==> config.mk <==
export PLATFORM = sky130hd
export DESIGN_NAME = sort_mem_responder
export DESIGN_NICKNAME = d
export VERILOG_FILES = /design/src/rtl/sort_pkg.sv /design/src/rtl/sort_mem_array.sv /design/src/rtl/sort_mem_responder.sv
export SDC_FILE = /design/constraint.sdc
export NUM_CORES = 2
export LEC_CHECK = 0
export BUFFER_PORTS_ARGS = -buffer_cell sky130_fd_sc_hd__clkbuf_2
export CAP_MARGIN = 5
export CORE_AREA = 2 2 321 323
export CTS_CLUSTER_SIZE = 8
export DETAILED_ROUTE_END_ITERATION = 8
export DIE_AREA = 0 0 323 325
export HOLD_SLACK_MARGIN = 0.02
export PLACE_DENSITY_LB_ADDON = 0.15
export SLEW_MARGIN = 20
export SYNTH_ARGS = -nofsm -noshare
export SYNTH_HDL_FRONTEND = slang
export SYNTH_SLANG_ARGS = --single-unit
==> constraint.sdc <==
create_clock -name clk -period 28.1 [get_ports clk]
set_input_delay 5.62 -clock clk [delete_from_list [all_inputs] [get_ports clk]]
set_output_delay 5.62 -clock clk [all_outputs]
set_load 0.005 [all_outputs]
==> src/rtl/sort_pkg.sv <==
// Constants shared by the sort engine blocks: response codes and default widths.
package sort_pkg;

  localparam logic RESP_OKAY   = 1'b0;
  localparam logic RESP_SLVERR = 1'b1;

  localparam int ADDR_WDTH = 4;
  localparam int DATA_WDTH = 32;

  function automatic logic addr_in_range(input int unsigned addr, input int unsigned depth);
    return addr < depth;
  endfunction

endpackage

==> src/rtl/sort_mem_array.sv <==
// Word register file with reset-to-zero, one write port and two write-first read ports.
module sort_mem_array
  import sort_pkg::*;
#(
  parameter int ADDR_WDTH = sort_pkg::ADDR_WDTH,
  parameter int DATA_WDTH = sort_pkg::DATA_WDTH,
  parameter int MEM_DEPTH = 16
) (
  input  logic                 clk,
  input  logic                 rst,
  input  logic                 i_we,
  input  logic [ADDR_WDTH-1:0] i_waddr,
  input  logic [DATA_WDTH-1:0] i_wdata,
  input  logic [ADDR_WDTH-1:0] i_raddr_a,
  output logic [DATA_WDTH-1:0] o_rdata_a,
  input  logic [ADDR_WDTH-1:0] i_raddr_b,
  output logic [DATA_WDTH-1:0] o_rdata_b
);

  logic [DATA_WDTH-1:0] r_mem [MEM_DEPTH];
  logic                 w_wr_ok;
  logic                 w_ra_ok;
  logic                 w_rb_ok;

  assign w_wr_ok = addr_in_range(32'(i_waddr), MEM_DEPTH);
  assign w_ra_ok = addr_in_range(32'(i_raddr_a), MEM_DEPTH);
  assign w_rb_ok = addr_in_range(32'(i_raddr_b), MEM_DEPTH);

  always_ff @(posedge clk or posedge rst) begin
    if (rst) begin
      for (int unsigned i = 0; i < MEM_DEPTH; i++) r_mem[i] <= '0;
    end else if (i_we && w_wr_ok) begin
      r_mem[i_waddr] <= i_wdata;
    end
  end

  // Same-cycle write bypasses onto the read ports so readers see the new word.
  always_comb begin
    o_rdata_a = '0;
    o_rdata_b = '0;
    if (w_ra_ok) o_rdata_a = (i_we && i_waddr == i_raddr_a) ? i_wdata : r_mem[i_raddr_a];
    if (w_rb_ok) o_rdata_b = (i_we && i_waddr == i_raddr_b) ? i_wdata : r_mem[i_raddr_b];
  end

endmodule

==> src/rtl/sort_mem_responder.sv <==
// Memory-side responder: AR/R and AW/W/B valid-ready channels plus a host preload/readback port.
module sort_mem_responder
  import sort_pkg::*;
#(
  parameter int ADDR_WDTH = sort_pkg::ADDR_WDTH,
  parameter int DATA_WDTH = sort_pkg::DATA_WDTH,
  parameter int RESP_WDTH = 1,
  parameter int MEM_DEPTH = 16
) (
  input  logic                 clk,
  input  logic                 rst,
  input  logic                 ar_valid,
  output logic                 ar_ready,
  input  logic [ADDR_WDTH-1:0] ar_address,
  output logic                 r_valid,
  input  logic                 r_ready,
  output logic [DATA_WDTH-1:0] r_data,
  output logic [RESP_WDTH-1:0] r_resp,
  input  logic                 aw_valid,
  output logic                 aw_ready,
  input  logic [ADDR_WDTH-1:0] aw_address,
  input  logic                 w_valid,
  output logic                 w_ready,
  input  logic [DATA_WDTH-1:0] w_data,
  output logic                 b_valid,
  input  logic                 b_ready,
  output logic [RESP_WDTH-1:0] b_resp,
  input  logic                 host_we,
  input  logic [ADDR_WDTH-1:0] host_addr,
  input  logic [DATA_WDTH-1:0] host_wdata,
  output logic [DATA_WDTH-1:0] host_rdata
);

  localparam logic [RESP_WDTH-1:0] RESP_OK  = RESP_WDTH'(RESP_OKAY);
  localparam logic [RESP_WDTH-1:0] RESP_ERR = RESP_WDTH'(RESP_SLVERR);

  logic                 r_aw_full;
  logic [ADDR_WDTH-1:0] r_aw_addr;
  logic                 r_w_full;
  logic [DATA_WDTH-1:0] r_w_data;

  logic                 w_ar_hs;
  logic                 w_aw_hs;
  logic                 w_w_hs;
  logic                 w_commit;
  logic                 w_ar_ok;
  logic                 w_aw_ok;
  logic                 w_mem_we;
  logic [ADDR_WDTH-1:0] w_mem_waddr;
  logic [DATA_WDTH-1:0] w_mem_wdata;
  logic [DATA_WDTH-1:0] w_ar_rdata;
  logic [DATA_WDTH-1:0] w_host_rdata;

  assign ar_ready = ~rst & (~r_valid | r_ready);
  assign aw_ready = ~rst & ~r_aw_full;
  assign w_ready  = ~rst & ~r_w_full;

  assign w_ar_hs  = ar_valid & ar_ready;
  assign w_aw_hs  = aw_valid & aw_ready;
  assign w_w_hs   = w_valid & w_ready;
  assign w_commit = r_aw_full & r_w_full & (~b_valid | b_ready) & ~host_we;

  assign w_ar_ok = addr_in_range(32'(ar_address), MEM_DEPTH);
  assign w_aw_ok = addr_in_range(32'(r_aw_addr), MEM_DEPTH);

  // Host write wins the single write port; a pending commit simply waits.
  always_comb begin
    w_mem_we    = 1'b0;
    w_mem_waddr = r_aw_addr;
    w_mem_wdata = r_w_data;
    if (host_we) begin
      w_mem_we    = 1'b1;
      w_mem_waddr = host_addr;
      w_mem_wdata = host_wdata;
    end else if (w_commit) begin
      w_mem_we    = w_aw_ok;
    end
  end

  sort_mem_array #(
    .ADDR_WDTH (ADDR_WDTH),
    .DATA_WDTH (DATA_WDTH),
    .MEM_DEPTH (MEM_DEPTH)
  ) u_mem (
    .clk       (clk),
    .rst       (rst),
    .i_we      (w_mem_we),
    .i_waddr   (w_mem_waddr),
    .i_wdata   (w_mem_wdata),
    .i_raddr_a (ar_address),
    .o_rdata_a (w_ar_rdata),
    .i_raddr_b (host_addr),
    .o_rdata_b (w_host_rdata)
  );

  always_ff @(posedge clk or posedge rst) begin
    if (rst) begin
      r_valid    <= 1'b0;
      r_data     <= '0;
      r_resp     <= '0;
      b_valid    <= 1'b0;
      b_resp     <= '0;
      host_rdata <= '0;
      r_aw_full  <= 1'b0;
      r_aw_addr  <= '0;
      r_w_full   <= 1'b0;
      r_w_data   <= '0;
    end else begin
      if (w_ar_hs) begin
        r_valid <= 1'b1;
        r_data  <= w_ar_rdata;
        r_resp  <= w_ar_ok ? RESP_OK : RESP_ERR;
      end else if (r_ready) begin
        r_valid <= 1'b0;
      end

      // aw_ready/w_ready are low while full, so a handshake never coincides with a commit.
      if (w_commit) begin
        r_aw_full <= 1'b0;
      end else if (w_aw_hs) begin
        r_aw_full <= 1'b1;
        r_aw_addr <= aw_address;
      end

      if (w_commit) begin
        r_w_full <= 1'b0;
      end else if (w_w_hs) begin
        r_w_full <= 1'b1;
        r_w_data <= w_data;
      end

      if (w_commit) begin
        b_valid <= 1'b1;
        b_resp  <= w_aw_ok ? RESP_OK : RESP_ERR;
      end else if (b_ready) begin
        b_valid <= 1'b0;
      end

      host_rdata <= w_host_rdata;
    end
  end

endmodule

Word-level counts from Yosys, hierarchy flattened:

Cells that the tools add are included.

* register bits after elaboration: 616
* bits of input ports: 84
* output and inout port bits: 71
* word-level logic and storage cells: 83

* $lt $le $gt $ge: 4
* equal/unequal tests: 2
* multiplexer cells: 23
* bitwise operators: 21
* reduce and logical (&&, ||, !) cells: 9

Operator list (count)
* $bwmux 512: 1
* $bmux 32 s4: 2
* $mux 32: 8
* $demux 32 s4: 1
* $ge 5x5->1 const B: 3
* $not 4->5: 3
* $mux 1: 10
* $and 1x1->1: 9
* $eq 4x4->1: 2
* $reduce_bool 2->1: 4
* $not 1->1: 7
* $lt 5x1->1 const B: 1
* $mux 4: 1
* $reduce_and 2->1: 2
* $logic_and 1x1->1: 3
* $or 1x1->1: 2

Longest topological paths before layout:

* depth after elaboration: 8
* gate-level depth with buffers: 9
* mapped depth without buffers: 5

Cells and area by module:

A second synthesis with hierarchy kept.

* cells, all modules: 1998
* area total of the unflattened synthesis: 31433.9 um^2

By module, submodules not included
* sort_mem_array: instances 1, cells an instance 1756, area each 27292.4 um^2, seq. area each 12812.3 um^2
* sort_mem_responder: instances 1, cells an instance 242, area each 4141.5 um^2, seq. area each 2602.5 um^2

Least setup slack after synthesis:

No wires, ideal clock.

* kind: input -> output
* start: in r_ready
* end: out ar_ready
* arrival time: 5.859 ns
* required time: 22.480 ns
* slack: 16.621 ns
* stages: 2
* path buffers: 0
* path through: inv_1 -> a21oi_1

* cells in the longest elaborated chain, start to end: 2

Ends and longest elaborated chain
* start, declared: RTL line sort_mem_responder.sv:16 `input logic r_ready,`
* $or 1x1->1: RTL line sort_mem_responder.sv:54 `assign ar_ready = ~rst & (~r_valid | r_ready);`
* $and 1x1->1: RTL line sort_mem_responder.sv:54
* end, declared: RTL line sort_mem_responder.sv:13 `output logic ar_ready,`

Every way passes these cells.

Worst setup path after layout:

* start: in rst
* end: out ar_ready

* cells in the longest elaborated chain, start to end: 2

Ends and longest elaborated chain
* start, declared: RTL line sort_mem_responder.sv:11 `input logic rst,`
* $not 1->1: RTL line sort_mem_responder.sv:54
* $and 1x1->1: RTL line sort_mem_responder.sv:54

Every way passes these cells.

==> flow_summary.toml <==
[outcome]
outcome = "finished clean"

[critical_path]
crit_top_cell = "clkbuf_2"
cp.arrival_ns = 6.15
startpoint_type = "input pin"
critPathSlowestCell = "a21oi_1"
worstPathMaxFanout = 4
path_cells = "clkbuf_2, a21oi_1, clkbuf_2"
end_kind = "output port"
path_class = "input pin to output port"
cpPeakStageDelay_ns = 0.23
cp_data_required_time_ns = 22.48

[synth]
synthTopCellsByArea = "dfrtp_1 (51%), mux4_2 (19%), a21oi_1 (8.5%)"
synth_top_area_share_pct = 51.0
async_reset_ff_share_pct = 100
synth_flop_cell = "dfrtp_1"
synth-seq-area-share_pct = 51.0
syn_inst = 2651
synth_edf_count = 0
synth_warnings = 0
ys_ff_latch = 616
synth_cell_types = 34
synth.avg_cell_area_um2 = 11.4
synth_area_mm2 = 0.0302
yosys.area.top_type = "dfrtp_1"

[global_routing]
busiest_layer = "met2"
antenna_found_initial = 5
grt_max_degree = 161
grt.met1_usage_pct = 27.5
grt_usage_pct = 20.0
overflow = 0
gr-usage-met2_pct = 31.4
grt_pass1_vias = 23500
met3_usage_pct = 4.14
grt_pass1_wl_um = 155000

[drt]
routed-via-count = 22300
post_drt_wl_per_cell_um = 25.5
routed_wl_um = 105000
dr.pass1.iters = 6
avgViaCountPerCell = 5.44
drt_drc_violations_left = 0
ant_nets = 0
drt-initial-drc-count = 1867

[cts]
h-tree-depth = 3
cts_resized = 0
clkSinkCount = 616
cts_tree = "done"
clock-root-buffer = "clkbuf_16"
cts.path.max_buffers = 3
clk_pin_slew_ns = 0.05
cts-buffers-inserted = 88
clock_latency_ns = 0.66
hold_buffers = 0
post_cts_buffers = 0

[die]
ios = 155
rows = 117
start_util_pct = 29.8
die_x_um = 323
core_area_mm2 = 0.101
die_height_um = 325
die_area_mm2 = 0.105

[sta]
fin_worst_skew_ns = 0.0296
fin_crit_sh_pct = 41.9
fin_crit_ns = 11.77
tightest_slew_ns = 1.08
slew_violations = 0
hold_ws_ns = 0.490
slew_headroom_pct = 26.7
setup_tns_ns = 0
setup_viol = 0
fmax_mhz = 84.9
finalHoldViolCount = 0
rsz0062_at_grt = "no"

[power_and_ir_drop]
p_sw_share_pct = 34.6
p_clk_share_pct = 24.8
peakVddDrop_v = 0.0000472
seq_power_share_pct = 42.5
p_sw_w = 0.00135
internal_power_w = 0.00255
p_leak_nw = 14.2
p_comb_share_pct = 32.8
power.density_mw_per_mm2 = 112

[worst_hold_path]
hp-class = "register to register"

[place]
io_buffers = 152
placed_area_mm2 = 0.0325
dp_hpwl_um = 56200
place.gp.congestion = 0.731

[final_layout]
finalNetCount = 2796
drive_above_1_share_pct = 25.7
design_area_mm2 = 0.0349
multi_input_area_mm2 = 0.0140
seq_area_mm2 = 0.0154
final_cell_mix = "dfrtp_1 (616), nor2_1 (515), a21oi_1 (513), mux4_2 (257), clkbuf_2 (147)"
post-route-util_pct = 34.5
syn2layout_area_growth_pct = 15.7
layout_commonest_cell = "dfrtp_1"
nFillCells = 10100

[flow_run]
drv_cap = 0
==> path summary, 6_finish.rpt <==
check | startpoint | end | slack [ns] | cells past startpoint
setup / recovery | rst | ar_ready | 16.33 | 3
hold / removal | r_data[17] | r_data[17] | 0.49 | 2
setup reg to reg | b_valid | r_data[31] | 24.40 | 7
hold reg to reg | r_data[17] | r_data[17] | 0.49 | 2
max in group asynchronous | rst | host_rdata[25] | 20.57 | 4
min in group asynchronous | rst | r_aw_addr[3] | 5.24 | 2
==> metal layers <==
layer	wire [um]	part of all wire, %
met3	7060	6.8
met2	48500	46
met1	45600	44
met5	34	0.033
met4	3330	3.2
==> per-stage QoR <==
stage / cells / power [W] / worst slack, ns
floorplan: 2652 / 0.00252 / 5.23
CTS: 4095 / 0.00394 / 16.32
detailed placement: 3990 / 0.00295 / 16.32
global placement: 3990 / 0.00288 / 16.29
finish: 4097 / 0.00391 / 16.33
global route: 4096 / 0.00417 / 16.24
==> state kept, by name, indices dropped and copies added, names as in the netlist <==
signal and count:
r_w_full 1, host_rdata 32, r_aw_addr 4, r_valid 1
u_mem.r_mem 512, b_valid 1, r_aw_full 1, r_data 32
r_w_data 32
==> cell usage after synthesis, drive strengths merged, types with 2 or more instances <==
| master | count |
|---|---|
| dfrtp | 616 |
| nor2 | 518 |
| a21oi | 513 |
| mux4 | 257 |
| clkbuf | 200 |
| nand2 | 131 |
| a22oi | 129 |
| o211ai | 64 |
| buf | 59 |
| mux2i | 36 |
| mux2 | 35 |
| o21ai | 34 |
| nor3 | 12 |
| xnor2 | 8 |
| nor3b | 6 |
| a31oi | 5 |
| and2 | 5 |
| inv | 5 |
| nor2b | 5 |
| a21o | 2 |
| nand2b | 2 |
| nand3b | 2 |
| or3 | 2 |
==> power groups by stage <==
stage	Combinational, W	Sequential [W]	Clock [W]
2_1_floorplan	0.000948	0.00157	0
3_3_place_gp	0.00125	0.00162	0
3_5_place_dp	0.00129	0.00167	0
4_1_cts	0.00129	0.00166	0.000997
5_1_grt	0.00142	0.00172	0.00103
6_report	0.00128	0.00166	0.000967
==> cell type report <==
cell class | instances | area share (%)
timing repair buffer | 229 | 3.96
inverter | 5 | 0.0752
sequential | 616 | 44.1
clock buffer | 97 | 6.49
antenna | 2 | 0.0143
tap | 1368 | 4.90
multi-input combinational | 1772 | 40.1
clock inverter | 8 | 0.326
==> worst max-delay path, delay by kind of cell <==
kind                   cells  cell delay [ns]
buffers and inverters      2             0.31
AO/OA/AOI/OAI              1             0.23
==> cells by family (layout without fill, tap and decap cells) <==
logic type / Yosys count / after routing / synth area share, %
AOI/OAI and AO/OA: 749 / 749 / 14.6
and+or+nand+nor: 685 / 685 / 8.97
DFF: 616 / 616 / 51.0
muxes: 328 / 328 / 21.7
buffers and inverters: 264 / 339 / 3.50
xor gates and xnor gates: 8 / 8 / 0.232
other: 1 / 4 / 0.0124
(Power assumes the default switching activity.)
